<file path="src/rtl/servo_pkg.sv">
// -----------------------------------------------------------------------------
// servo_pkg
// Shared defaults and helper functions for the servo array.
// Holds the default parameter values, the cycles-per-microsecond derivation
// and the width helpers used to size counters in servo_array and
// servo_channel.
// -----------------------------------------------------------------------------
package servo_pkg;

    localparam int DEF_NUM_CH       = 3;
    localparam int DEF_CLK_HZ       = 50_000_000;
    localparam int DEF_FRAME_US     = 20000;
    localparam int DEF_MIN_US       = 1000;
    localparam int DEF_MAX_US       = 2000;
    localparam int DEF_STEP_US      = 10;
    localparam int DEF_DEBOUNCE_CYC = 500_000;

    localparam int US_PER_SEC = 1_000_000;

    // Number of clock cycles in one microsecond.
    function automatic int cyc_per_us(input int clk_hz);
        return clk_hz / US_PER_SEC;
    endfunction

    // Width of the microsecond counters (frame position and pulse width).
    function automatic int us_width(input int frame_us);
        return (frame_us <= 2) ? 1 : $clog2(frame_us);
    endfunction

    // Width of a counter that must be able to hold the value n.
    function automatic int cnt_width(input int n);
        return (n <= 1) ? 1 : $clog2(n + 1);
    endfunction

endpackage

</file>
<file path="src/rtl/servo_channel.sv">
// -----------------------------------------------------------------------------
// servo_channel
// One servo channel: synchronises and debounces its push-button, toggles the
// commanded position on each accepted press, slews the pulse width toward
// the commanded target once per frame and generates the registered PWM drive.
//
// Ports
//   mclk       : clock, rising edge
//   rst        : asynchronous active-high reset
//   toggle     : raw asynchronous push-button input
//   frame_us   : shared position within the PWM frame, in microseconds
//   frame_wrap : one-cycle strobe on the tick where frame_us wraps to 0
//   led        : commanded position (0 = MIN_US, 1 = MAX_US)
//   servo      : registered PWM output
//   busy       : registered, high while the pulse width differs from target
// -----------------------------------------------------------------------------
module servo_channel
    import servo_pkg::*;
#(
    parameter int MIN_US       = DEF_MIN_US,
    parameter int MAX_US       = DEF_MAX_US,
    parameter int STEP_US      = DEF_STEP_US,
    parameter int DEBOUNCE_CYC = DEF_DEBOUNCE_CYC,
    parameter int UW           = us_width(DEF_FRAME_US)
) (
    input  logic          mclk,
    input  logic          rst,
    input  logic          toggle,
    input  logic [UW-1:0] frame_us,
    input  logic          frame_wrap,
    output logic          led,
    output logic          servo,
    output logic          busy
);

    localparam int DW = cnt_width(DEBOUNCE_CYC);

    logic [1:0]    sync_ff;
    logic          sync_level;
    logic          deb_level;
    logic          deb_prev;
    logic [DW-1:0] deb_cnt;
    logic          press;
    logic          led_d;
    logic [UW-1:0] pos_us;
    logic [UW-1:0] pos_d;
    logic [UW-1:0] target;
    logic [UW-1:0] target_d;

    // Two-flop synchroniser: the raw button is asynchronous to mclk, so
    // nothing downstream looks at it before it has passed both flops.
    always_ff @(posedge mclk or posedge rst) begin
        if (rst) begin
            sync_ff <= 2'b00;
        end else begin
            sync_ff <= {sync_ff[0], toggle};
        end
    end

    assign sync_level = sync_ff[1];

    // Debouncer: count consecutive cycles where the synchronised level
    // disagrees with the accepted level. Any return to agreement clears
    // the count, so only an uninterrupted run of DEBOUNCE_CYC cycles is
    // accepted. deb_prev feeds the rising-edge detector.
    always_ff @(posedge mclk or posedge rst) begin
        if (rst) begin
            deb_level <= 1'b0;
            deb_prev  <= 1'b0;
            deb_cnt   <= '0;
        end else begin
            deb_prev <= deb_level;
            if (sync_level == deb_level) begin
                deb_cnt <= '0;
            end else if (deb_cnt == DW'(DEBOUNCE_CYC - 1)) begin
                deb_level <= sync_level;
                deb_cnt   <= '0;
            end else begin
                deb_cnt <= deb_cnt + 1'b1;
            end
        end
    end

    // A press is the cycle after the debounced level rose; releases are
    // ignored.
    assign press    = deb_level & ~deb_prev;
    assign led_d    = led ^ press;
    assign target   = led   ? UW'(MAX_US) : UW'(MIN_US);
    assign target_d = led_d ? UW'(MAX_US) : UW'(MIN_US);

    // Slew step toward the current target, evaluated only at the frame
    // boundary so a pulse never changes width mid-frame. The arithmetic is
    // done one bit wider so pos_us + STEP_US cannot wrap, and the result is
    // clamped onto the target instead of overshooting it. A reversed target
    // simply flips the direction from wherever pos_us currently is.
    always_comb begin
        logic [UW:0] pos_x;
        logic [UW:0] tgt_x;
        logic [UW:0] step_x;
        pos_d  = pos_us;
        pos_x  = {1'b0, pos_us};
        tgt_x  = {1'b0, target};
        step_x = (UW+1)'(STEP_US);
        if (frame_wrap) begin
            if (pos_x < tgt_x) begin
                if (pos_x + step_x >= tgt_x) begin
                    pos_d = target;
                end else begin
                    pos_d = pos_us + UW'(STEP_US);
                end
            end else if (pos_x > tgt_x) begin
                if (pos_x <= tgt_x + step_x) begin
                    pos_d = target;
                end else begin
                    pos_d = pos_us - UW'(STEP_US);
                end
            end
        end
    end

    // Channel state and registered outputs. busy is computed from the
    // next-state values so it is coherent with led and pos_us on every
    // cycle. The PWM compare uses the registered frame position and width,
    // so each frame produces exactly pos_us microseconds of high time.
    always_ff @(posedge mclk or posedge rst) begin
        if (rst) begin
            led    <= 1'b0;
            pos_us <= UW'(MIN_US);
            busy   <= 1'b0;
            servo  <= 1'b0;
        end else begin
            led    <= led_d;
            pos_us <= pos_d;
            busy   <= (pos_d != target_d);
            servo  <= (frame_us < pos_us);
        end
    end

endmodule

</file>
<file path="src/rtl/servo_array.sv">
// -----------------------------------------------------------------------------
// servo_array
// Array of NUM_CH independent push-button controlled servo channels sharing
// one microsecond tick and one PWM frame counter.
//
// Ports
//   mclk   : clock, rising edge
//   rst    : asynchronous active-high reset
//   toggle : raw push-button per channel, active high
//   led    : commanded position per channel (0 = MIN_US, 1 = MAX_US)
//   servo  : registered PWM drive per channel
//   busy   : per channel, high while the pulse width is still ramping
// -----------------------------------------------------------------------------
module servo_array
    import servo_pkg::*;
#(
    parameter int NUM_CH       = DEF_NUM_CH,
    parameter int CLK_HZ       = DEF_CLK_HZ,
    parameter int FRAME_US     = DEF_FRAME_US,
    parameter int MIN_US       = DEF_MIN_US,
    parameter int MAX_US       = DEF_MAX_US,
    parameter int STEP_US      = DEF_STEP_US,
    parameter int DEBOUNCE_CYC = DEF_DEBOUNCE_CYC
) (
    input  logic              mclk,
    input  logic              rst,
    input  logic [NUM_CH-1:0] toggle,
    output logic [NUM_CH-1:0] led,
    output logic [NUM_CH-1:0] servo,
    output logic [NUM_CH-1:0] busy
);

    localparam int CYC_PER_US = cyc_per_us(CLK_HZ);
    localparam int UW         = us_width(FRAME_US);
    localparam int TW         = cnt_width(CYC_PER_US - 1);

    logic [TW-1:0] tick_cnt;
    logic          tick;
    logic [UW-1:0] frame_us;
    logic          frame_wrap;

    assign tick       = (tick_cnt == TW'(CYC_PER_US - 1));
    assign frame_wrap = tick && (frame_us == UW'(FRAME_US - 1));

    // Shared timebase: tick_cnt divides mclk down to a 1 us tick, and
    // frame_us counts ticks across one PWM frame. Reset restarts both, so a
    // fresh frame always begins right after reset is released.
    always_ff @(posedge mclk or posedge rst) begin
        if (rst) begin
            tick_cnt <= '0;
            frame_us <= '0;
        end else begin
            if (tick) begin
                tick_cnt <= '0;
                if (frame_wrap) begin
                    frame_us <= '0;
                end else begin
                    frame_us <= frame_us + 1'b1;
                end
            end else begin
                tick_cnt <= tick_cnt + 1'b1;
            end
        end
    end

    // One fully independent channel per servo.
    for (genvar i = 0; i < NUM_CH; i++) begin : g_ch
        servo_channel #(
            .MIN_US       (MIN_US),
            .MAX_US       (MAX_US),
            .STEP_US      (STEP_US),
            .DEBOUNCE_CYC (DEBOUNCE_CYC),
            .UW           (UW)
        ) u_ch (
            .mclk       (mclk),
            .rst        (rst),
            .toggle     (toggle[i]),
            .frame_us   (frame_us),
            .frame_wrap (frame_wrap),
            .led        (led[i]),
            .servo      (servo[i]),
            .busy       (busy[i])
        );
    end

endmodule

</file>
<file path="config.mk">
export PLATFORM = sky130hd
export DESIGN_NAME = servo_array
export DESIGN_NICKNAME = d
export VERILOG_FILES = /design/src/rtl/servo_pkg.sv /design/src/rtl/servo_channel.sv /design/src/rtl/servo_array.sv
export SDC_FILE = /design/constraint.sdc
export NUM_CORES = 1
export LEC_CHECK = 0
export CORE_MARGIN = 3
export CORE_UTILIZATION = 55
export DETAILED_ROUTE_END_ITERATION = 8
export DONT_BUFFER_PORTS = 1
export PLACE_DENSITY = 0.66
export SYNTH_ARGS = -nofsm -noshare
export SYNTH_HDL_FRONTEND = slang
export SYNTH_SLANG_ARGS = --single-unit
</file>
<file path="constraint.sdc">
create_clock -name mclk -period 6.4 [get_ports mclk]
set_input_delay 1.28 -clock mclk [delete_from_list [all_inputs] [get_ports mclk]]
set_output_delay 1.28 -clock mclk [all_outputs]
set_load 0.05 [all_outputs]
</file>
# Yosys cells after proc, flatten, opt, wreduce, memory -nomap -nowiden
# Cells that the tools add are included.
[op_classes]
n_reduce_logical = 4
muxes = 29
addsub = 17
n_eq_ne = 11
bitwise = 12
order_cmp = 15
[ops]
columns = ["cell", "count"]
rows = [
  ["$mux W15", 16],
  ["$mux W19", 6],
  ["$add A15 B4 Y16 const B", 6],
  ["$lt A15 B15 Y1", 6],
  ["$mux W11", 6],
  ["$add A19 B1 Y19 const B", 3],
  ["$eq A19 B19 Y1 const B", 3],
  ["$ge A16 B15 Y1", 3],
  ["$le A15 B16 Y1", 3],
  ["$add A15 B4 Y15 const B", 3],
  ["$gt A15 B15 Y1", 3],
  ["$ne A15 B15 Y1", 3],
  ["$sub A15 B4 Y15 const B", 3],
  ["$add A15 B1 Y15 const B", 1],
  ["$eq A15 B15 Y1 const B", 1],
  ["$add A6 B1 Y6 const B", 1],
  ["$eq A6 B6 Y1 const B", 1],
  ["$mux W6", 1],
  ["$not A1 Y1", 6],
  ["$reduce_and A2 Y1", 3],
  ["$and A1 B1 Y1", 3],
  ["$eq A1 B1 Y1", 3],
  ["$xor A1 B1 Y1", 3],
  ["$logic_and A1 B1 Y1", 1],
]
[word_totals]
out_inout_bits = 9
elab_cells = 114
regBits = 144
input_bits = 5

# Depth between registers and ports, before layout
[logic_depth]
depth_word = 8
depth_mapped = 15

# Hierarchy
# Synthesis repeated with hierarchy kept, for this count alone.
[unflattened]
hier_cells = 1179
area_unflattened_um2 = 10461.3
[modules_own_cells]
columns = ["module", "instances", "cells_each", "area_per_inst_um2"]
rows = [
  ["servo_channel at g_ch[1].u_ch", 1, 359, 3136.8],
  ["servo_channel at g_ch[2].u_ch", 1, 365, 3129.3],
  ["servo_channel at g_ch[0].u_ch", 1, 353, 3109.2],
  ["servo_array", 1, 102, 1086.0],
]

# Least setup slack after synthesis
# No wires, ideal clock.
[synth_path]
path_type = "reg2reg"
startpoint = "register g_ch[1].u_ch.pos_us[3]"
endpoint = "register g_ch[1].u_ch.busy"
slack_ns = 2.827
arrival_ns = 3.444
t_required_ns = 6.271
path_buffers = 1
stages_incl_launch_ff = 15
period_less_slack_ns = 3.573
cell_sequence = "dfstp_2 clkbuf_1 a21oi_1 nor2_1 nand3_1 nor2_1 xnor2_1 ha_1 nor4_1 o311ai_1 nor2_1 nand2b_1 a32o_1 or4b_1 a2111o_1"
[synth_between]
elab_chain_cells = 6
word_cells_on_any_way = 13
classes_between = "add/sub (3); order compare (4); eq/ne (1); mux (5)"
[synth_lines]
columns = ["item", "line", "source"]
rows = [
  ["from (decl)", "servo_channel.sv:45", "logic [UW-1:0] pos_us;"],
  ["from (signal assigned)", "servo_channel.sv:128", "pos_us <= UW'(MIN_US);"],
  ["from (signal assigned)", "servo_channel.sv:133", "pos_us <= pos_d;"],
  ["$add A15 B4 Y16, or another cell as far along", "servo_channel.sv:106", "if (pos_x + step_x >= tgt_x) begin"],
  ["$ge A16 B15 Y1 or $mux W15 (tied branches)", "servo_channel.sv:106, servo_channel.sv:112", ""],
  ["$mux W15 (on tied branches)", "servo_channel.sv:106, servo_channel.sv:111", ""],
  ["$mux W15 (*)", "servo_channel.sv:105", "if (pos_x < tgt_x) begin"],
  ["$mux W15 (*)", "servo_channel.sv:104", "if (frame_wrap) begin"],
  ["net g_ch[1].u_ch.pos_d[10]", "servo_channel.sv:46", "logic [UW-1:0] pos_d;"],
  ["$ne A15 B15 Y1 (*)", "servo_channel.sv:134", "busy <= (pos_d != target_d);"],
  ["to (signal assigned)", "servo_channel.sv:134", ""],
  ["to (decl)", "servo_channel.sv:33", "output logic busy"],
]
# The timed path passes the listed nets; every way through them passes the cells marked *.
# A chain may end at the register's enable or synchronous reset.

# Worst setup path in the final report
[layout_path]
startpoint = "register g_ch[2].u_ch.led"
endpoint = "register g_ch[2].u_ch.busy"
[layout_between]
elab_chain_cells = 8
word_cells_on_any_way = 14
classes_between = "add/sub (1); order compare (4); eq/ne (1); mux (7); bitwise (1)"
[layout_lines]
columns = ["item", "line", "source"]
rows = [
  ["from (decl)", "servo_channel.sv:31", "output logic led,"],
  ["from (signal assigned)", "servo_channel.sv:132", "led <= led_d;"],
  ["$mux W11 (*)", "servo_channel.sv:88", "assign target = led ? UW'(MAX_US) : UW'(MIN_US);"],
  ["$add A15 B4 Y16", "servo_channel.sv:112", "if (pos_x <= tgt_x + step_x) begin"],
  ["$le A15 B16 Y1", "servo_channel.sv:112", ""],
  ["$mux W15", "servo_channel.sv:112", ""],
  ["$mux W15", "servo_channel.sv:111", "end else if (pos_x > tgt_x) begin"],
  ["$mux W15 (*)", "servo_channel.sv:105", ""],
  ["$mux W15 (*)", "servo_channel.sv:104", ""],
  ["net g_ch[2].u_ch.pos_d[0]", "servo_channel.sv:46", ""],
  ["$ne A15 B15 Y1 (*)", "servo_channel.sv:134", ""],
  ["to (signal assigned)", "servo_channel.sv:134", ""],
  ["to (decl)", "servo_channel.sv:33", ""],
]
# Marks and branches as above.

==> summary.txt <==
Run status
  • Status: complete, no violations

Global routing
  • First-pass GRT wire length: 43,900 µm
  • Largest net degree at the start of global routing: 89
  • Vias in the first global route: 8,509
  • Gr ovfl total: 0
  • Gr usage total: 26.9%
  • Antenna violations before repair: 0

Synth
  • Total number of yosys warnings: 0
  • Mapped Cells: 1,167
  • Post-synth top flop: dfrtp_1
  • Netlist Area Pre-Place: 10,300 µm²
  • Syn Area/Cell: 8.80 µm²
  • Leading post-synthesis cells by cell area: dfrtp_1, ha_1, dfstp_2
  • Post-synth EDFFs: 0
  • Top-area cell type share of the netlist area: 30.7%
  • Seq/Total Area, Yosys: 35.3%
  • Asr flop ratio synth: 100%
  • Yosys reg bits: 144
  • Most area-hungry cell type in the Yosys netlist: dfrtp_1
  • Syn nets: 1,253
  • Netlist cell types: 83

Detailed routing
  • Vias/cell: 6.31
  • DRT Pass-1 Iters: 6
  • DR vias: 8,744
  • First DRT Iteration DRCs: 766
  • Routed WL: 26,400 µm
  • Remaining DRCs: 0
  • WL per Instance: 19.1 µm
  • Final ANT Viol Nets: 0

Placed design
  • Pre-CTS setup slack: 2.19 ns
  • PortBufs: 0
  • Detailed placer's ending HPWL: 19,000 µm
  • RD Place Congestion: 0.939

Setup path
  • Max FO, Critical Path: 9
  • CP Data Arrival Time: 4.52 ns
  • CP endpoint kind: flip-flop
  • Reg2Reg Capture Point: g_ch[2].u_ch.busy
  • Setup Crit Path Kind: reg -> reg
  • R2r setup slk: 2.15 ns
  • RR Startpoint: g_ch[2].u_ch.led
  • Startpoint Class: flip-flop
  • R2R depth: 10
  • CP Data Required Time: 6.67 ns

Die
  • I/O pins: 14
  • Die area: 20,400 µm²
  • # rows: 49
  • Die W: 143 µm
  • Starting Density: 56.6%
  • Die extent in y: 143 µm
  • CORE AREA: 18,100 µm²

Clock network
  • Register clock-pin slew on the reported worst setup and hold paths: 0.06 ns
  • CTS Buffer Depth: 2
  • Clock sink count: 144
  • Root buffer cell: clkbuf_16
  • Number of buffers created by CTS: 17
  • Clock insertion delay at the later pin of the skew report: 0.43 ns
  • Post-CTS Setup Inserts: 0
  • # H-tree levels: 4
  • Post_cts resized: 0
  • Cts hold-fix bufs: 0
  • CTS tree: done

STA
  • Worst Tran Pin Value: 0.841 ns
  • Period utilization: 66.4%
  • Max-Slew Margin vs Limit: 43.7%
  • Final hold violation count: 0
  • Fin crit period: 4.25 ns
  • Setup tns final: 0 ns
  • Max Clk Rate: 235 MHz
  • Max Slew Vio Count: 0
  • Unrepaired setup endpoints after global routing: no
  • Final setup fails: 0
  • PnR worst setup slack: 2.15 ns
  • Final clock skew: 0.0105 ns

Power and ir drop
  • Lkg Pwr: 4.58 nW
  • Clk network pwr share: 50.4%
  • Peak supply drop: 0.202 mV
  • Power Internal: 1.48 mW
  • Sw frac: 23.4%
  • Psw: 0.452 mW
  • Seq pwr share: 47.9%
  • Logic pwr share: 1.7%
  • PD cells: 176 nW/µm²

Final layout
  • Fin nets: 1,230
  • Share of cells above drive strength 1: 7.78%
  • Synth-to-Final Area Change: 6.64%
  • Ant. Diodes: 0

Min path
  • Hold Path Origin: g_ch[1].u_ch.sync_ff[0]
  • WHS Endpoint: g_ch[1].u_ch.sync_ff[1]
  • Min-delay worst type: reg -> reg
  • Hold depth: 0

Flow run
  • Max_cap viols: 0
-- kinds of logic (layout without fill, tap and decap cells) --
family | count (synthesis) | in the layout | synth area share (%)
AO/OA/AOI/OAI | 259 | 259 | 17.5
XOR/XNOR | 91 | 91 | 7.76
AND/OR/NAND/NOR | 465 | 465 | 23.7
adder cells (fa/ha/maj) | 81 | 81 | 9.87
multiplexers | 13 | 13 | 1.34
flip-flops | 144 | 144 | 35.3
buffers and inverters | 114 | 104 | 4.53
-- power groups by stage --
stage	Combinational, mW	Sequential (mW)	Clock [mW]
2_1_floorplan	0.0265	0.938	0
3_3_place_gp	0.0347	0.939	0
3_5_place_dp	0.0350	0.940	0
4_1_cts	0.0350	0.923	0.995
5_1_grt	0.0396	0.924	1.03
6_report	0.0331	0.923	0.973
-- per-stage QoR --
stage | total power, mW | hold WS [ns] | instances | util, % | area, µm²
5_1_grt | 2.00 | 0.368 | 1386 | 60.4 | 11000
6_report | 1.93 | 0.348 | 1386 | 60.4 | 11000
3_3_place_gp | 0.974 | 0.336 | 1354 | 57.2 | 10400
2_1_floorplan | 0.965 | 0.331 | 1167 | - | 10300
3_5_place_dp | 0.975 | 0.336 | 1354 | 57.2 | 10400
4_1_cts | 1.95 | 0.351 | 1386 | 60.4 | 11000
-- sequential cells by signal, indices dropped and copies added, names as in the netlist, 6 cells and up --
signal	flops
g_ch.u_ch.pos_us	45
tick_cnt	6
g_ch.u_ch.deb_cnt	57
g_ch.u_ch.sync_ff	6
frame_us	15
-- layer usage --
| metal | track usage [%] | vias up | share of wire, % |
|---|---|---|---|
| met5 | 0 | - | 0 |
| met1 | 37.8 | 4196 | 45 |
| li1 | - | 4216 | - |
| met2 | 42.5 | 289 | 46 |
| met4 | 8.25 | 0 | 1.7 |
| met3 | 4.86 | 43 | 6.3 |
-- Yosys cell counts (32+ instances only) --
library cell	number
a21oi_1	47
clkbuf_1	32
dfrtp_1	126
ha_1	81
inv_1	67
nand2_1	85
nand3_1	61
nor2_1	114
nor3_1	36
o21ai_0	50
xnor2_1	50
xor2_1	41
-- cells in the final DEF, fill, tap and decap left out, types with 11 or more instances in the layout --
master,instances
xnor2_1,50
nand4_1,22
nor4_1,21
ha_1,81
a21oi_1,47
nor2_1,114
a31oi_1,11
xor2_1,41
o2111ai_1,11
dfrtp_1,126
o21ai_0,50
or2_2,11
nand2_1,85
and3_1,16
inv_1,66
a21o_1,29
nor3_1,36
nand3_1,61
o211ai_1,13
a211oi_1,11
dfstp_2,18
clkbuf_16,17
or3_1,20
-- cell type report --
class | count | area (µm²)
inverters | 68 | 260
fillers | 1598 | 7190
flip-flops and latches | 144 | 3630
repair buffers | 4 | 30.0
well taps | 229 | 287
multi-input cells | 909 | 6180
clock buffers | 19 | 443
clock inverters | 13 | 128
-- worst max-delay path by stage --
stage | cells past startpoint | end | startpoint | slack (ns)
global route | 11 | g_ch[1].u_ch.busy | g_ch[1].u_ch.led | 1.87
finish | 10 | g_ch[2].u_ch.busy | g_ch[2].u_ch.led | 2.15
floorplan | 1 | frame_us[0] | rst | 1.28
global placement | 11 | g_ch[1].u_ch.busy | g_ch[1].u_ch.led | 2.20
detailed placement | 10 | g_ch[2].u_ch.busy | g_ch[2].u_ch.led | 2.19
CTS | 10 | g_ch[2].u_ch.busy | g_ch[2].u_ch.led | 2.17
-- worst max-delay path: stages, from the launching register on --
cell       delay (ns)
dfrtp_1          0.77
inv_1            0.36
ha_1             0.42
or4_1            0.53
or3_4            0.38
a21oi_4          0.27
o21ai_2          0.15
o21a_1           0.25
or4_4            0.55
nor4_2           0.24
o2111ai_1        0.16
(Power assumes the default switching activity.)
